$ cat config.mk
export PLATFORM = sky130hd
export DESIGN_NAME = control_fsm
export DESIGN_NICKNAME = d
export VERILOG_FILES = /design/src/rtl/cpu_pkg.sv /design/src/rtl/imm_gen.sv /design/src/rtl/control_fsm.sv
export SDC_FILE = /design/constraint.sdc
export NUM_CORES = 1
export LEC_CHECK = 0
export ABC_AREA = 1
export CELL_PAD_IN_SITES_DETAIL_PLACEMENT = 1
export CELL_PAD_IN_SITES_GLOBAL_PLACEMENT = 1
export CORE_MARGIN = 5
export CORE_UTILIZATION = 37
export CTS_CLUSTER_SIZE = 12
export DETAILED_ROUTE_END_ITERATION = 7
export GPL_TIMING_DRIVEN = 1
export HOLD_SLACK_MARGIN = 0.1
export PLACE_DENSITY_LB_ADDON = 0.2
export SYNTH_ARGS = -nofsm -noshare
export SYNTH_HDL_FRONTEND = slang
export SYNTH_SLANG_ARGS = --single-unit
$ cat constraint.sdc
create_clock -name clk -period 8.15 [get_ports clk]
set_clock_uncertainty 0.1 [all_clocks]
set_input_delay 1.63 -clock clk [delete_from_list [all_inputs] [get_ports clk]]
set_output_delay 1.63 -clock clk [all_outputs]
set_load 0.02 [all_outputs]
$ cat src/rtl/cpu_pkg.sv
// Shared encodings for the control FSM: opcodes, extended opcodes,
// FSM state codes and the instruction classification helper.
package cpu_pkg;

    // Primary opcodes (IR[15:12]); these are also the ALU opcode values
    localparam logic [3:0] OP_RTYPE  = 4'b0000;
    localparam logic [3:0] OP_ANDI   = 4'b0001;
    localparam logic [3:0] OP_LWI    = 4'b0011;
    localparam logic [3:0] OP_MEM    = 4'b0100;
    localparam logic [3:0] OP_ADDI   = 4'b0101;
    localparam logic [3:0] OP_ADDUI  = 4'b0110;
    localparam logic [3:0] OP_ADDCI  = 4'b0111;
    localparam logic [3:0] OP_SHIFT  = 4'b1000;
    localparam logic [3:0] OP_SUBI   = 4'b1001;
    localparam logic [3:0] OP_CMPI   = 4'b1011;
    localparam logic [3:0] OP_ADDCUI = 4'b1101;

    // Extended opcodes (IR[7:4])
    localparam logic [3:0] EX_NOP  = 4'b0000;
    localparam logic [3:0] EX_LW   = 4'b0000;
    localparam logic [3:0] EX_SW   = 4'b0100;
    localparam logic [3:0] EX_RSHI = 4'b0111;
    localparam logic [3:0] EX_LSHI = 4'b1000;
    localparam logic [3:0] EX_CMPU = 4'b1000;
    localparam logic [3:0] EX_CMP  = 4'b1011;

    // FSM state encodings
    localparam logic [2:0] ST_FETCH  = 3'd0;
    localparam logic [2:0] ST_DECODE = 3'd1;
    localparam logic [2:0] ST_EXEC   = 3'd2;
    localparam logic [2:0] ST_MEM    = 3'd3;
    localparam logic [2:0] ST_WB     = 3'd4;

    // Per-instruction control bits captured in DECODE
    typedef struct packed {
        logic illegal;
        logic psr_upd;
        logic wr_en;
        logic is_mem;
        logic is_sw;
        logic is_lw;
    } dec_t;

    // Classify an instruction word; anything not recognised is illegal
    function automatic dec_t decode_ir(input logic [15:0] ir);
        dec_t d;
        logic [3:0] op;
        logic [3:0] ex;
        op = ir[15:12];
        ex = ir[7:4];
        d.illegal = 1'b0;
        d.psr_upd = 1'b0;
        d.wr_en   = 1'b0;
        d.is_mem  = 1'b0;
        d.is_sw   = 1'b0;
        d.is_lw   = 1'b0;
        case (op)
            OP_RTYPE: begin
                case (ex)
                    EX_NOP: d.illegal = 1'b0;
                    4'b0001, 4'b0010, 4'b0011, 4'b0101, 4'b0110,
                    4'b0111, 4'b1001, 4'b1010: begin
                        d.psr_upd = 1'b1;
                        d.wr_en   = 1'b1;
                    end
                    EX_CMPU, EX_CMP: d.psr_upd = 1'b1;
                    default: d.illegal = 1'b1;
                endcase
            end
            OP_ANDI, OP_ADDI, OP_ADDUI, OP_ADDCI, OP_SUBI, OP_ADDCUI: begin
                d.psr_upd = 1'b1;
                d.wr_en   = 1'b1;
            end
            OP_CMPI: d.psr_upd = 1'b1;
            OP_LWI:  d.wr_en   = 1'b1;
            OP_MEM: begin
                case (ex)
                    EX_LW: begin
                        d.is_mem = 1'b1;
                        d.is_lw  = 1'b1;
                        d.wr_en  = 1'b1;
                    end
                    EX_SW: begin
                        d.is_mem = 1'b1;
                        d.is_sw  = 1'b1;
                    end
                    default: d.illegal = 1'b1;
                endcase
            end
            OP_SHIFT: begin
                case (ex)
                    EX_LSHI, EX_RSHI: d.wr_en = 1'b1;
                    default: d.illegal = 1'b1;
                endcase
            end
            default: d.illegal = 1'b1;
        endcase
        return d;
    endfunction

endpackage

$ cat src/rtl/imm_gen.sv
// Immediate generator: selects and extends the immediate field of IR.
// use_imm tells the FSM whether alu_b takes the immediate or Rsrc data.
module imm_gen
    import cpu_pkg::*;
(
    input  logic [15:0] ir,
    output logic [15:0] imm,
    output logic        use_imm
);

    // Pick sign-extended imm8, zero-extended imm8 or a shift amount
    always_comb begin
        imm     = 16'h0000;
        use_imm = 1'b0;
        case (ir[15:12])
            OP_ADDI, OP_ADDCI, OP_SUBI, OP_CMPI: begin
                imm     = {{8{ir[7]}}, ir[7:0]};
                use_imm = 1'b1;
            end
            OP_ADDUI, OP_ADDCUI, OP_ANDI, OP_LWI: begin
                imm     = {8'h00, ir[7:0]};
                use_imm = 1'b1;
            end
            OP_SHIFT: begin
                if ((ir[7:4] == EX_LSHI) || (ir[7:4] == EX_RSHI)) begin
                    imm     = {12'h000, ir[3:0]};
                    use_imm = 1'b1;
                end else begin
                    imm     = 16'h0000;
                    use_imm = 1'b0;
                end
            end
            default: begin
                imm     = 16'h0000;
                use_imm = 1'b0;
            end
        endcase
    end

endmodule

$ cat src/rtl/control_fsm.sv
// Multi-cycle CPU control FSM: FETCH -> DECODE -> EXEC -> [MEM] -> WB.
// All outputs are registered; rf_ra/rf_rb and alu_cin are wired straight
// from registers (IR, psr) so they carry no combinational logic.
module control_fsm
    import cpu_pkg::*;
#(
    parameter logic [15:0] RESET_PC = 16'h0000,
    parameter int          PSR_W    = 5
) (
    input  logic             clk,
    input  logic             reset,
    output logic             mem_req,
    output logic             mem_we,
    output logic [15:0]      mem_addr,
    output logic [15:0]      mem_wdata,
    input  logic [15:0]      mem_rdata,
    input  logic             mem_ack,
    output logic [3:0]       rf_ra,
    output logic [3:0]       rf_rb,
    input  logic [15:0]      rf_a_data,
    input  logic [15:0]      rf_b_data,
    output logic             rf_we,
    output logic [3:0]       rf_wa,
    output logic [15:0]      rf_wdata,
    output logic [3:0]       alu_op,
    output logic [3:0]       alu_exop,
    output logic [15:0]      alu_a,
    output logic [15:0]      alu_b,
    output logic             alu_cin,
    input  logic [15:0]      alu_out,
    input  logic [PSR_W-1:0] alu_flags,
    output logic [PSR_W-1:0] psr,
    output logic [15:0]      pc,
    output logic             illegal
);

    logic [2:0]  state_r;
    logic [15:0] ir_r;
    dec_t        dec_r;
    dec_t        dec_s;
    logic [15:0] imm_s;
    logic        use_imm_s;

    imm_gen u_imm_gen (
        .ir      (ir_r),
        .imm     (imm_s),
        .use_imm (use_imm_s)
    );

    assign dec_s   = decode_ir(ir_r);
    assign rf_ra   = ir_r[11:8];
    assign rf_rb   = ir_r[3:0];
    assign alu_cin = psr[0];

    // State sequencing and all registered outputs. alu_a/alu_b double as
    // the latched store data and memory address for LW/SW, and rf_wdata
    // doubles as the result register.
    always_ff @(posedge clk or posedge reset) begin
        if (reset) begin
            state_r   <= ST_FETCH;
            ir_r      <= 16'h0000;
            dec_r     <= '{1'b0, 1'b0, 1'b0, 1'b0, 1'b0, 1'b0};
            pc        <= RESET_PC;
            psr       <= {PSR_W{1'b0}};
            mem_req   <= 1'b0;
            mem_we    <= 1'b0;
            mem_addr  <= 16'h0000;
            mem_wdata <= 16'h0000;
            rf_we     <= 1'b0;
            rf_wa     <= 4'h0;
            rf_wdata  <= 16'h0000;
            alu_op    <= 4'h0;
            alu_exop  <= 4'h0;
            alu_a     <= 16'h0000;
            alu_b     <= 16'h0000;
            illegal   <= 1'b0;
        end else begin
            rf_we   <= 1'b0;
            illegal <= 1'b0;
            case (state_r)
                ST_FETCH: begin
                    if (!mem_req) begin
                        mem_req  <= 1'b1;
                        mem_we   <= 1'b0;
                        mem_addr <= pc;
                    end else if (mem_ack) begin
                        ir_r    <= mem_rdata;
                        mem_req <= 1'b0;
                        state_r <= ST_DECODE;
                    end
                end
                ST_DECODE: begin
                    alu_a    <= rf_a_data;
                    alu_b    <= use_imm_s ? imm_s : rf_b_data;
                    alu_op   <= ir_r[15:12];
                    alu_exop <= ir_r[7:4];
                    dec_r    <= dec_s;
                    illegal  <= dec_s.illegal;
                    state_r  <= ST_EXEC;
                end
                ST_EXEC: begin
                    if (dec_r.psr_upd) begin
                        psr <= alu_flags;
                    end
                    rf_wa <= ir_r[11:8];
                    if (dec_r.is_mem) begin
                        mem_req   <= 1'b1;
                        mem_we    <= dec_r.is_sw;
                        mem_addr  <= alu_b;
                        mem_wdata <= alu_a;
                        state_r   <= ST_MEM;
                    end else begin
                        rf_wdata <= alu_out;
                        rf_we    <= dec_r.wr_en;
                        state_r  <= ST_WB;
                    end
                end
                ST_MEM: begin
                    if (mem_ack) begin
                        mem_req   <= 1'b0;
                        mem_we    <= 1'b0;
                        mem_wdata <= 16'h0000;
                        if (dec_r.is_lw) begin
                            rf_wdata <= mem_rdata;
                        end
                        rf_we   <= dec_r.wr_en;
                        state_r <= ST_WB;
                    end
                end
                ST_WB: begin
                    pc       <= pc + 16'd1;
                    mem_req  <= 1'b1;
                    mem_we   <= 1'b0;
                    mem_addr <= pc + 16'd1;
                    state_r  <= ST_FETCH;
                end
                default: begin
                    mem_req <= 1'b0;
                    mem_we  <= 1'b0;
                    state_r <= ST_FETCH;
                end
            endcase
        end
    end

endmodule
==> out/results.ini <==
[outcome]
status = finished clean

[logic_synthesis]
syn_area_um2 = 6520
synth.distinct_cells = 32
ys_seq_area_share_pct = 54.1
synth_seq_cells = 141
synth_area_per_cell_um2 = 8.43
syn-num-nets = 847
ys_warn_count = 0
synthCells = 774

[sta]
maxSlewViolCount = 0
min_period_ns = 3.29
max_slew_margin_pct = 32.0
worst_pin_slew_ns = 1.02
rsz0062_at_grt = false
timing.fmax_ghz = 0.304
fin_worst_hold_slack_ns = 0.380
period_share_pct = 40.4
setup_tns_ns = 0
setup_slack_ns = 4.86
finalHoldViolations = 0
setup_violations = 0

[layout]
seq_area_um2 = 3530
multi_input_area_um2 = 2540
diodes = 0
layout.filler_cells = 2050
drive_gt1_share_pct = 7.88
stdcell_count = 1190
nNetsFinal = 1025
syn2layout_area_growth_pct = 41.1
final_core_util_pct = 53.2

[grt]
antenna_found_initial = 2
grt_usage_pct = 21.8
grt_pass1_wl_um = 34800
grt_max_degree = 72
grt_pass1_vias = 6393
grt-ovfl-total = 0

[power_and_ir_drop]
ir_worst_vdd_v = 0.000178
power.switching_uw = 1640
internal-power_uw = 2300
pwr-share-comb_pct = 47.1
clockPowerShare_pct = 21.3
p_leak_uw = 0.00425
pwr-share-seq_pct = 31.6
power_density_nw_per_um2 = 428
switching_share_pct = 41.6

[floorplan]
fp.dieW_um = 143
design.core.area_um2 = 17300
ios = 198
rows = 48
fp.dieH_um = 143
die_area_um2 = 20400
initial_core_util_pct = 37.7

[setup_path]
crit_family = buffers and inverters
worstSetupStartpointType = flop
cp_data_arrival_time_ns = 1.56
max_stage_delay_ns = 0.66
crit_path_cell_trace = clkdlybuf4s50_1
critPathSlowestCell = clkdlybuf4s50_1
endpoint_kind = primary output
cp_max_fo = 7
cp_data_required_time_ns = 6.42
crit_type = reg -> out
critPathBufInv = 1

[cts]
numCtsBuffers = 17
cts_buffer_depth = 2
clkLatencyLatePin_ns = 0.43
clkTransAtPathRegs_ns = 0.06
cts_root_buf = clkbuf_16
post_cts_buffers = 0
clkSinkCount = 141
ctsResizeCount = 0
h-tree-depth = 4
cts_hold_buf = 0
cts_tree = built

[routing]
drt-pass1-iter-count = 4
ant_nets = 0
drc = 0
vias = 5947
wl_um = 21300
wl_per_cell_um = 17.9
avgViaCountPerCell = 5.00
drt_iter0_markers = 207

[placed_design]
dp_hpwl_um = 15400
post-place-ws_ns = 4.41
routabilityCongestion = 0.803
dp_cells = 1158
port_buffers = 197

[job]
maxCapViolCount = 0

[hold_path]
hp-class = reg -> reg

sequential cells by signal (all words and copies together) (netlist names):
signal,cells
dec_r,5
alu_op,4
mem_wdata,16
rf_wdata,16
state_r,3
mem_we,1
alu_b,16
pc,16
mem_addr,16
alu_a,16
mem_req,1
ir_r,16
rf_wa,4
rf_we,1
alu_exop,4
illegal,1
psr,5
per-layer routing:
metal / part of all wire, % / global-route usage, %
met1: 44 / 28.1
met2: 49 / 36.3
met3: 5.9 / 5.49
met4: 1.4 / 6.45
met5: 0.11 / 0
cells in the mapped netlist, drive strengths merged:
cell type,n,area (um2)
mux2,9,101
a22o,1,8.76
clkinv,1,5.00
or2,17,106
nand4,4,25.0
buf,30,194
o22ai,3,18.8
inv,58,223
a22oi,5,37.5
nor3,2,10.0
nand3,74,370
a2bb2oi,8,70.1
dfrtp,141,3530
nand2,240,928
a21oi,17,85.1
nand3b,1,7.51
o211ai,20,155
nor2,59,229
ha,1,12.5
o21ai,73,369
clkbuf,10,37.5
cells in the final DEF, fill, tap and decap left out, types with 4 or more instances in the layout:
master           count
nand2_1            233
clkdlybuf4s50_1    197
dfrtp_1            141
nand3_1             73
o21ai_0             71
nor2_1              56
inv_1               54
o211ai_1            19
a21oi_1             17
or2_2               17
clkbuf_16           17
mux2_2               9
a2bb2oi_1            8
nand2_2              5
a22oi_1              5
nand4_1              4
bufinv_16            4
worst paths after layout:
| kind | start | endpoint | slack, ns | cells after the start |
|---|---|---|---|---|
| max | pc[2]$_DFFE_PP0P_ | pc[2] | 4.86 | 1 |
| min | mem_addr[4]$_DFFE_PP0P_ | mem_addr[4]$_DFFE_PP0P_ | 0.38 | 2 |
| min in group asynchronous | reset | ir_r[11]$_DFFE_PP0P_ | 1.57 | 2 |
| min reg2reg | mem_addr[4]$_DFFE_PP0P_ | mem_addr[4]$_DFFE_PP0P_ | 0.38 | 2 |
| max in group asynchronous | reset | mem_wdata[10]$_DFFE_PP0P_ | 5.02 | 3 |
| max reg2reg | state_r[1]$_DFFE_PP0P_ | alu_b[8]$_DFFE_PP0P_ | 4.96 | 7 |
stage by stage:
step	cell area [um2]	power, uW
finish	9210	3940
floorplan	6520	2310
global placement	8570	3080
CTS	9210	3990
global route	9210	4210
detailed placement	8570	3130
cells by family (layout without fill, tap and decap cells):
| logic type | Yosys count | count (layout) | synth area share [%] |
|---|---|---|---|
| multiplexers | 9 | 9 | 1.55 |
| AO/OA/AOI/OAI | 127 | 127 | 11.4 |
| AND/OR/NAND/NOR | 397 | 397 | 25.7 |
| flip-flops | 141 | 141 | 54.1 |
| buffers and inverters | 99 | 290 | 7.04 |
| adder cells (fa/ha/maj) | 1 | 1 | 0.192 |
cell type report:
class                      instances  share of cell area (%)
sequential                       141                    38.3
multi-input combinational        534                    27.6
timing repair buffer             199                    21.6
clock buffer                      22                    5.15
tap                              225                    3.06
inverter                          59                    2.53
clock inverter                    10                    1.75
power by group through the flow:
stage	Clock [uW]	Combinational (uW)	Sequential (uW)
global route	885	2040	1290
global placement	0	1830	1250
floorplan	0	837	1470
finish	838	1850	1240
detailed placement	0	1880	1250
CTS	854	1890	1250
Power figures use the tool's default switching activity.
